--- src/rtl/regfile_rename_if.sv ---
// Bus between decoder/ROB and the renaming register file.
// master: decoder + ROB side (drives commit, rename, source indices).
// slave : register file (returns operand status/value, commit count).
interface regfile_rename_if #(
  parameter int REG_ID_W = 5,
  parameter int ROB_ID_W = 4
);
  logic                rdy_in;
  logic                commit_en;
  logic [REG_ID_W-1:0] commit_reg;
  logic [ROB_ID_W-1:0] commit_rob_id;
  logic [31:0]         commit_value;
  logic                clear_all;
  logic                rename_en;
  logic [REG_ID_W-1:0] rename_reg;
  logic [ROB_ID_W-1:0] rename_rob_id;
  logic [REG_ID_W-1:0] rs1_id, rs2_id;
  logic                rs1_busy, rs2_busy;
  logic [ROB_ID_W-1:0] rs1_reorder, rs2_reorder;
  logic [31:0]         rs1_value, rs2_value;
  logic [31:0]         commit_count;

  modport master (
    output rdy_in, commit_en, commit_reg, commit_rob_id, commit_value,
           clear_all, rename_en, rename_reg, rename_rob_id, rs1_id, rs2_id,
    input  rs1_busy, rs2_busy, rs1_reorder, rs2_reorder,
           rs1_value, rs2_value, commit_count
  );
  modport slave (
    input  rdy_in, commit_en, commit_reg, commit_rob_id, commit_value,
           clear_all, rename_en, rename_reg, rename_rob_id, rs1_id, rs2_id,
    output rs1_busy, rs2_busy, rs1_reorder, rs2_reorder,
           rs1_value, rs2_value, commit_count
  );
endinterface

--- src/rtl/regfile_rename.sv ---
// Architectural register file with per-register rename tags.
// Ports:
//   clk_in  rising-edge clock
//   rst_in  asynchronous active-high reset
//   bus     regfile_rename_if.slave: commit (ROB), rename (decoder),
//           clear_all flush, two combinational source read ports with
//           commit bypass, and a running commit counter.

// One source read port: reports busy/tag/value for an index, forwarding
// a same-cycle commit whose tag still owns the register.
module regfile_rename_rd #(
  parameter int REG_NUM  = 32,
  parameter int REG_ID_W = 5,
  parameter int ROB_ID_W = 4
) (
  input  logic [REG_ID_W-1:0]              id_i,
  input  logic [REG_NUM-1:0]               busy_i,
  input  logic [REG_NUM-1:0][ROB_ID_W-1:0] tag_i,
  input  logic [REG_NUM-1:0][31:0]         value_i,
  input  logic                             cm_en_i,
  input  logic [REG_ID_W-1:0]              cm_reg_i,
  input  logic [ROB_ID_W-1:0]              cm_rob_i,
  input  logic [31:0]                      cm_val_i,
  output logic                             busy_o,
  output logic [ROB_ID_W-1:0]              reorder_o,
  output logic [31:0]                      value_o
);
  logic byp;
  assign byp = cm_en_i && (cm_reg_i == id_i) && busy_i[id_i] &&
               (tag_i[id_i] == cm_rob_i);

  always_comb begin
    busy_o    = busy_i[id_i];
    reorder_o = tag_i[id_i];
    value_o   = value_i[id_i];
    if (id_i == '0) begin
      busy_o    = 1'b0;
      reorder_o = '0;
      value_o   = '0;
    end else if (byp) begin
      busy_o  = 1'b0;
      value_o = cm_val_i;
    end
  end
endmodule

module regfile_rename #(
  parameter int REG_NUM  = 32,
  parameter int REG_ID_W = 5,
  parameter int ROB_ID_W = 4
) (
  input logic            clk_in,
  input logic            rst_in,
  regfile_rename_if.slave bus
);
  localparam int NPORT = 2;

  logic [REG_NUM-1:0][31:0]         value_q, value_d;
  logic [REG_NUM-1:0]               busy_q,  busy_d;
  logic [REG_NUM-1:0][ROB_ID_W-1:0] tag_q,   tag_d;
  logic [31:0]                      cnt_q,   cnt_d;

  // Statement order matters: flush beats rename, rename beats the
  // commit's tag-clear on the same register.
  always_comb begin
    value_d = value_q;
    busy_d  = busy_q;
    tag_d   = tag_q;
    cnt_d   = cnt_q;
    if (bus.rdy_in) begin
      if (bus.commit_en) begin
        cnt_d = cnt_q + 32'd1;
        if (bus.commit_reg != '0) begin
          value_d[bus.commit_reg] = bus.commit_value;
          // A mismatched tag means a younger writer still owns the reg.
          if (busy_q[bus.commit_reg] && tag_q[bus.commit_reg] == bus.commit_rob_id)
            busy_d[bus.commit_reg] = 1'b0;
        end
      end
      if (bus.clear_all) begin
        busy_d = '0;
      end else if (bus.rename_en && bus.rename_reg != '0) begin
        busy_d[bus.rename_reg] = 1'b1;
        tag_d[bus.rename_reg]  = bus.rename_rob_id;
      end
    end
  end

  always_ff @(posedge clk_in or posedge rst_in) begin
    if (rst_in) begin
      value_q <= '0;
      busy_q  <= '0;
      tag_q   <= '0;
      cnt_q   <= '0;
    end else begin
      value_q <= value_d;
      busy_q  <= busy_d;
      tag_q   <= tag_d;
      cnt_q   <= cnt_d;
    end
  end

  assign bus.commit_count = cnt_q;

  logic [NPORT-1:0][REG_ID_W-1:0] rd_id;
  logic [NPORT-1:0]               rd_busy;
  logic [NPORT-1:0][ROB_ID_W-1:0] rd_tag;
  logic [NPORT-1:0][31:0]         rd_val;

  assign rd_id[0] = bus.rs1_id;
  assign rd_id[1] = bus.rs2_id;

  for (genvar p = 0; p < NPORT; p++) begin : g_rd
    regfile_rename_rd #(
      .REG_NUM (REG_NUM),
      .REG_ID_W(REG_ID_W),
      .ROB_ID_W(ROB_ID_W)
    ) u_rd (
      .id_i     (rd_id[p]),
      .busy_i   (busy_q),
      .tag_i    (tag_q),
      .value_i  (value_q),
      .cm_en_i  (bus.commit_en && bus.rdy_in),
      .cm_reg_i (bus.commit_reg),
      .cm_rob_i (bus.commit_rob_id),
      .cm_val_i (bus.commit_value),
      .busy_o   (rd_busy[p]),
      .reorder_o(rd_tag[p]),
      .value_o  (rd_val[p])
    );
  end

  assign bus.rs1_busy    = rd_busy[0];
  assign bus.rs2_busy    = rd_busy[1];
  assign bus.rs1_reorder = rd_tag[0];
  assign bus.rs2_reorder = rd_tag[1];
  assign bus.rs1_value   = rd_val[0];
  assign bus.rs2_value   = rd_val[1];
endmodule

--- src/flat_wrapper.sv ---
// flat-port wrapper written by rule: the top's interface ports become plain ports
module regfile_rename_flat 
#(
  parameter int REG_NUM  = 32,
  parameter int REG_ID_W = 5,
  parameter int ROB_ID_W = 4
)
  (clk_in, rst_in, bus_rdy_in, bus_commit_en, bus_commit_reg, bus_commit_rob_id, bus_commit_value, bus_clear_all, bus_rename_en, bus_rename_reg, bus_rename_rob_id, bus_rs1_id, bus_rs2_id, bus_rs1_busy, bus_rs2_busy, bus_rs1_reorder, bus_rs2_reorder, bus_rs1_value, bus_rs2_value, bus_commit_count);
  regfile_rename_if #(.REG_ID_W(REG_ID_W), .ROB_ID_W(ROB_ID_W)) bus_i ();
  input logic clk_in;
  input logic rst_in;
  input wire logic [$bits(bus_i.rdy_in)-1:0] bus_rdy_in;
  input wire logic [$bits(bus_i.commit_en)-1:0] bus_commit_en;
  input wire logic [$bits(bus_i.commit_reg)-1:0] bus_commit_reg;
  input wire logic [$bits(bus_i.commit_rob_id)-1:0] bus_commit_rob_id;
  input wire logic [$bits(bus_i.commit_value)-1:0] bus_commit_value;
  input wire logic [$bits(bus_i.clear_all)-1:0] bus_clear_all;
  input wire logic [$bits(bus_i.rename_en)-1:0] bus_rename_en;
  input wire logic [$bits(bus_i.rename_reg)-1:0] bus_rename_reg;
  input wire logic [$bits(bus_i.rename_rob_id)-1:0] bus_rename_rob_id;
  input wire logic [$bits(bus_i.rs1_id)-1:0] bus_rs1_id;
  input wire logic [$bits(bus_i.rs2_id)-1:0] bus_rs2_id;
  output wire logic [$bits(bus_i.rs1_busy)-1:0] bus_rs1_busy;
  output wire logic [$bits(bus_i.rs2_busy)-1:0] bus_rs2_busy;
  output wire logic [$bits(bus_i.rs1_reorder)-1:0] bus_rs1_reorder;
  output wire logic [$bits(bus_i.rs2_reorder)-1:0] bus_rs2_reorder;
  output wire logic [$bits(bus_i.rs1_value)-1:0] bus_rs1_value;
  output wire logic [$bits(bus_i.rs2_value)-1:0] bus_rs2_value;
  output wire logic [$bits(bus_i.commit_count)-1:0] bus_commit_count;
  assign bus_i.rdy_in = bus_rdy_in;
  assign bus_i.commit_en = bus_commit_en;
  assign bus_i.commit_reg = bus_commit_reg;
  assign bus_i.commit_rob_id = bus_commit_rob_id;
  assign bus_i.commit_value = bus_commit_value;
  assign bus_i.clear_all = bus_clear_all;
  assign bus_i.rename_en = bus_rename_en;
  assign bus_i.rename_reg = bus_rename_reg;
  assign bus_i.rename_rob_id = bus_rename_rob_id;
  assign bus_i.rs1_id = bus_rs1_id;
  assign bus_i.rs2_id = bus_rs2_id;
  assign bus_rs1_busy = bus_i.rs1_busy;
  assign bus_rs2_busy = bus_i.rs2_busy;
  assign bus_rs1_reorder = bus_i.rs1_reorder;
  assign bus_rs2_reorder = bus_i.rs2_reorder;
  assign bus_rs1_value = bus_i.rs1_value;
  assign bus_rs2_value = bus_i.rs2_value;
  assign bus_commit_count = bus_i.commit_count;
  regfile_rename #(.REG_NUM(REG_NUM), .REG_ID_W(REG_ID_W), .ROB_ID_W(ROB_ID_W)) u_core (.clk_in(clk_in), .rst_in(rst_in), .bus(bus_i));
endmodule
--- config.mk ---
export PLATFORM = sky130hd
export DESIGN_NAME = regfile_rename_flat
export DESIGN_NICKNAME = d
export VERILOG_FILES = /design/src/rtl/regfile_rename_if.sv /design/src/rtl/regfile_rename.sv /design/src/flat_wrapper.sv
export SDC_FILE = /design/constraint.sdc
export NUM_CORES = 2
export LEC_CHECK = 0
export BUFFER_PORTS_ARGS = -buffer_cell sky130_fd_sc_hd__buf_4
export CORE_ASPECT_RATIO = 0.7
export CORE_UTILIZATION = 44
export CTS_CLUSTER_DIAMETER = 40
export CTS_CLUSTER_SIZE = 10
export DETAILED_ROUTE_END_ITERATION = 10
export GPL_ROUTABILITY_DRIVEN = 0
export PLACE_DENSITY = 0.65
export SYNTH_ARGS = -nofsm -noshare
export SYNTH_HDL_FRONTEND = slang
export SYNTH_SLANG_ARGS = --single-unit
--- constraint.sdc ---
create_clock -name clk_in -period 48.7 [get_ports clk_in]
set_clock_uncertainty 0.05 [all_clocks]
set_input_delay 9.74 -clock clk_in [delete_from_list [all_inputs] [get_ports clk_in]]
set_output_delay 9.74 -clock clk_in [all_outputs]
set_load 0.02 [all_outputs]
[After elaboration in Yosys (flattened, before gate mapping)]
Index checks and enable logic that the tools add are counted.
Storage, ports and cells
  input bits: 66
  word-level logic and storage cells: 142
  output and inout port bits: 106
  flip-flop bits (word level): 1216
Cells by class
  equality and inequality tests: 5
  $add $sub $neg: 1
  mux-type cells: 42
  reductions and logical operators: 18
  magnitude comparators: 6
  bitwise gates (word level): 4
Operators with widths (count)
  $bwmux 1024: 1
  $mux 32: 13
  $bmux 32 s5: 2
  $demux 32 s5: 1
  $bwmux 128: 1
  $bmux 4 s5: 3
  $add 32x1->32 const B: 1
  $and 32x32->32: 1
  $not 32->32: 1
  $or 32x32->32: 1
  $lt 5x6->1 const B: 4
  $mux 4: 6
  $demux 4 s5: 1
  $bmux 1 s5: 3
  $eq 4x4->1: 3
  $logic_and 1x1->1: 11
  $demux 1 s5: 2
  $eq 5x5->1: 2
  $ge 5x1->1 const B: 2
  $logic_not 5->1: 2
  $reduce_bool 5->1: 2
  $mux 1: 9
  $reduce_and 3->1: 2
  $reduce_and 2->1: 1
  $not 1->1: 1

[Logic depth before layout (Yosys ltp)]
  word-level depth: 13
  depth in mapped cells: 12
  gate-level depth less buffers: 7

[Cells and area by module]
Synthesis repeated with hierarchy kept, for this count alone.
Unflattened totals
  cells, all modules: 4458
  area total of the unflattened synthesis: 67387.1 um^2
By module, submodules not included
  regfile_rename: cells each 3088, instances 1, sequential area each 30429.2 um^2, area each 47135.2 um^2
  regfile_rename_rd: cells each 685, instances 2, sequential area each 0.0 um^2, area each 10126.0 um^2

[Least setup slack after synthesis]
Ideal clock, no wire load.
  kind: input to output
  from: input port bus_rs2_id[2]
  to: output port bus_rs2_value[10]
  arrival: 12.614 ns
  stages on the path: 9
  path buffers: 3
  required time: 38.910 ns
  path slack: 26.296 ns
  cell sequence: buf_2 buf_1 mux4_2 o211ai_1 o21ai_1 or3_1 a2111oi_4 buf_4 mux2i_1
Between the ends
  cells in the longest elaborated chain, start to end: 6
  elaborated cells between the ends (all ways): 14
  classes of those cells: eq/ne: 2; mux: 8; reduce/logical: 4
Ends and longest elaborated chain
  start: declaration: line flat_wrapper.sv:22  | input wire logic [$bits(bus_i.rs2_id)-1:0] bus_rs2_id;
  $bmux 4 s5 (tied with other cells): line regfile_rename.sv:30  | (tag_i[id_i] == cm_rob_i);
  $mux 4 (not written as such) (tied with other cells): line regfile_rename.sv:30
  $eq 4x4->1 / $logic_and 1x1->1 (equally long branches): line regfile_rename.sv:30, regfile_rename.sv:29
  $logic_and 1x1->1: line regfile_rename.sv:29  | assign byp = cm_en_i && (cm_reg_i == id_i) && busy_i[id_i] &&
  $mux 32: line regfile_rename.sv:40  | end else if (byp) begin
  $mux 32 (*): line regfile_rename.sv:36  | if (id_i == '0) begin
  end: declaration: line flat_wrapper.sv:28  | output wire logic [$bits(bus_i.rs2_value)-1:0] bus_rs2_value;
Every way passes the cells marked *; elsewhere a longest branch is shown, timed or not. The select of a mux whose other input is x is not followed.

[Worst setup path in the final report]
  from: input port bus_rs1_id[1]
  to: output port bus_rs1_value[27]
Between the ends
  cells in the longest elaborated chain, start to end: 6
  elaborated cells between the ends (all ways): 14
  classes of those cells: eq/ne: 2; mux: 8; reduce/logical: 4
Ends and longest elaborated chain
  start: declaration: line flat_wrapper.sv:21  | input wire logic [$bits(bus_i.rs1_id)-1:0] bus_rs1_id;
  $bmux 4 s5 (tied with other cells): line regfile_rename.sv:30
  $mux 4 (not written as such) (tied with other cells): line regfile_rename.sv:30
  $eq 4x4->1 / $logic_and 1x1->1 (equally long branches): line regfile_rename.sv:30, regfile_rename.sv:29
  $logic_and 1x1->1: line regfile_rename.sv:29
  $mux 32: line regfile_rename.sv:40
  $mux 32 (*): line regfile_rename.sv:36
  end: declaration: line flat_wrapper.sv:27  | output wire logic [$bits(bus_i.rs1_value)-1:0] bus_rs1_value;
Marked as above.

==> results.py <==
metrics = {
    "status": {
        "outcome": "finished clean",
    },
    "detailed_routing": {
        "num_vias": 41500,
        "drt-initial-drc-count": 3764,
        "totalWireLength_mm": 198,
        "vias_per_cell": 6.56,
        "avgRoutedWirePerCell_um": 31.3,
        "dr.pass1.iters": 5,
        "drcViolationCount": 0,
        "ant_nets": 0,
    },
    "floorplan": {
        "initial_utilization_pct": 44.4,
        "io_pins": 172,
        "fp.dieW_um": 468,
        "rows": 119,
        "dieArea_um2": 153000,
        "core_area_um2": 151000,
        "die_height_um": 328,
    },
    "setup_path": {
        "cp-end-kind": "primary output",
        "crit_buf_inv": 5,
        "reg2reg_slack_ns": 45.76,
        "crit_path_max_fanout": 95,
        "critPathLaunchType": "primary input",
        "max_stage_delay_ns": 0.88,
        "critPathKind": "in -> out",
        "arrival_ns": 15.24,
        "cp_slowest_cell": "buf_4",
        "crit_path_frequent_cell": "buf_4",
        "path_cells": "buf_8, buf_4, buf_4, mux4_2, nor2_1, nor3_1, or4_1, xnor2_1, a2111oi_4, buf_4, mux2i_1, buf_4",
        "crit_family": "buffers and inverters",
        "cp.required_ns": 38.91,
    },
    "yosys": {
        "synth-edff-count": 0,
        "post_synth_main_area_contributors": "dfrtp_1 (46%), mux4_2 (25%), mux2_2 (15%)",
        "synth_top_cell_by_area": "dfrtp_1",
        "synth_cells": 4324,
        "yosysUniqueCellTypes": 57,
        "yosysSeqAreaShare_pct": 45.6,
        "synth_fp_nets": 4391,
        "ys.flop_type": "dfrtp_1",
        "synth_async_sr_flop_share_pct": 100,
        "ys_ff_latch": 1216,
        "synth-warning-count": 0,
        "synth_top_area_share_pct": 45.6,
        "synth_area_um2": 66800,
        "post_synth.cell_area_avg_um2": 15.4,
    },
    "sta": {
        "final.min_clock_period_ns": 25.03,
        "final_hold_viol_count": 0,
        "worst_slack_ns": 23.67,
        "worst_pin_slew_ns": 1.24,
        "setup_violations": 0,
        "finalCritPeriodShare_pct": 51.4,
        "setup_tns_ns": 0,
        "grt_setup_unrepaired": "false",
        "fmax_ghz": 0.0400,
        "max_slew_margin_pct": 17.2,
        "slew_violations": 0,
    },
    "placement": {
        "io_buffers": 171,
        "pre_cts_ws_ns": 23.77,
        "hpwl_mm": 111,
    },
    "power_and_ir_drop": {
        "pwr-share-clk_pct": 41.0,
        "p_seq_share_pct": 42.9,
        "p_comb_share_pct": 16.2,
        "irDropWorstVdd_mv": 0.0385,
        "power.share.switching_pct": 26.2,
        "p_per_area_nw_per_um2": 38.3,
        "p_leak_nw": 32.9,
        "p_switching_uw": 747,
        "p_int_mw": 2.11,
    },
    "cts": {
        "clock_path_buffers": 3,
        "clk_latency_ns": 0.80,
        "ctsResizeCount": 0,
        "path_clk_slew_ns": 0.05,
        "cts_buffers": 160,
        "ctsHoldBuffers": 0,
        "cts-root-buf": "clkbuf_16",
        "htreeDepth": 4,
        "clkSinkCount": 1216,
        "tritoncts": "done",
        "cts_setup_buffers": 0,
    },
    "global_routing": {
        "grt-ovfl-total": 0,
        "grt_pass1_wl_mm": 298,
        "grt_max_degree": 172,
        "grt_pass1_vias": 42600,
        "grtUsageTotal_pct": 26.3,
        "antenna_found_initial": 5,
    },
    "finish": {
        "mostFrequentLayoutCell": "dfrtp_1",
        "drive_gt1_share_pct": 49.6,
        "fill_cells": 12600,
        "syn_to_final_growth_pct": 11.8,
        "layout_common_cells": "dfrtp_1 (1,216), mux2_2 (892), mux4_2 (748)",
        "fin_nets": 4309,
    },
    "job": {
        "drv_cap": 0,
    },
    "min_path": {
        "hold_path_class": "reg -> reg",
    },
}
routing by layer:
layer	GRT usage (%)	share of wire (%)	vias to the layer above
met1	38.0	43	22700
met2	39.3	46	1808
met3	6.09	8.1	367
met5	0	0.0061	-
li1	-	-	16600
met4	8.93	3.2	2
metrics by stage:
stage	area (µm²)	total power [mW]	util, %	hold WS [ns]	std cells
floorplan	66800	1.57	-	0.391	4324
global placement	69500	1.69	46.1	0.326	6076
detailed placement	69500	1.70	46.1	0.333	6076
CTS	74600	2.87	49.6	0.346	6328
global route	74600	2.96	49.6	0.358	6330
finish	74600	2.86	49.6	0.343	6330
cell families after synthesis:
family                     synth area share (%)
adders and majority gates                0.0187
buffers and inverters                      3.02
AOI/OAI and AO/OA                          1.83
DFF                                        45.6
and+or+nand+nor                            2.92
xor gates and xnor gates                  0.656
muxes                                      46.0
cells in the mapped netlist (2+ instances only):
| cell type | number |
|---|---|
| a311oi_1 | 2 |
| or3_1 | 4 |
| inv_1 | 19 |
| or2_1 | 4 |
| buf_6 | 5 |
| a31oi_1 | 17 |
| nor3_1 | 10 |
| mux2i_1 | 95 |
| a2111oi_4 | 2 |
| xor2_1 | 15 |
| buf_2 | 56 |
| and3_1 | 7 |
| nand4_1 | 16 |
| nor4b_1 | 2 |
| buf_1 | 85 |
| o21ai_0 | 2 |
| mux2_2 | 892 |
| a21oi_1 | 37 |
| mux4_1 | 7 |
| xnor2_1 | 35 |
| clkbuf_1 | 326 |
| nor3b_1 | 3 |
| buf_4 | 5 |
| or2_2 | 2 |
| o21ai_1 | 2 |
| nand3b_1 | 2 |
| nand3_1 | 23 |
| nand2b_1 | 75 |
| a22oi_1 | 23 |
| nand2_1 | 152 |
| mux2_1 | 239 |
| inv_2 | 3 |
| o22ai_1 | 9 |
| nor2b_1 | 14 |
| nor2_1 | 65 |
| mux4_2 | 748 |
| dfrtp_1 | 1216 |
| and4_1 | 2 |
| and2_1 | 9 |
| nor4_1 | 11 |
| o211ai_1 | 67 |
sequential cells by signal (all words and copies together) (netlist names):
signal,cells
u_core.value_q,1024
u_core.busy_q,32
u_core.bus.commit_count,32
u_core.tag_q,128
power groups by stage:
stage | sequential (mW) | clock, mW | combinational [mW]
final | 1.22 | 1.17 | 0.462
after global routing | 1.24 | 1.23 | 0.494
after CTS | 1.22 | 1.19 | 0.465
after detailed placement | 1.24 | 0 | 0.464
after global placement | 1.23 | 0 | 0.456
after floorplan | 1.21 | 0 | 0.355
path summary, 6_finish.rpt:
check                                  start                   to  depth (start not counted)
setup reg to reg            u_core.tag_q[40]    u_core.busy_q[12]                          8
max in group asynchronous             rst_in  u_core.value_q[444]                          6
setup / recovery               bus_rs1_id[1]    bus_rs1_value[27]                         12
hold reg to reg            u_core.value_q[9]    u_core.value_q[9]                          0
hold / removal             u_core.value_q[9]    u_core.value_q[9]                          0
min in group asynchronous             rst_in  u_core.value_q[357]                          2
area by class of cell:
cell class	count	area (µm²)	share of cell area [%]
Multi-Input combinational cell	2607	34600	46.4
Sequential cell	1216	30400	40.8
Clock buffer	207	4490	6.01
Tap cell	1996	2500	3.35
Timing Repair Buffer	234	1840	2.46
Clock inverter	45	684	0.917
Inverter	23	98.8	0.132
Antenna cell	2	5.00	0.00671
(Power assumes the default switching activity.)
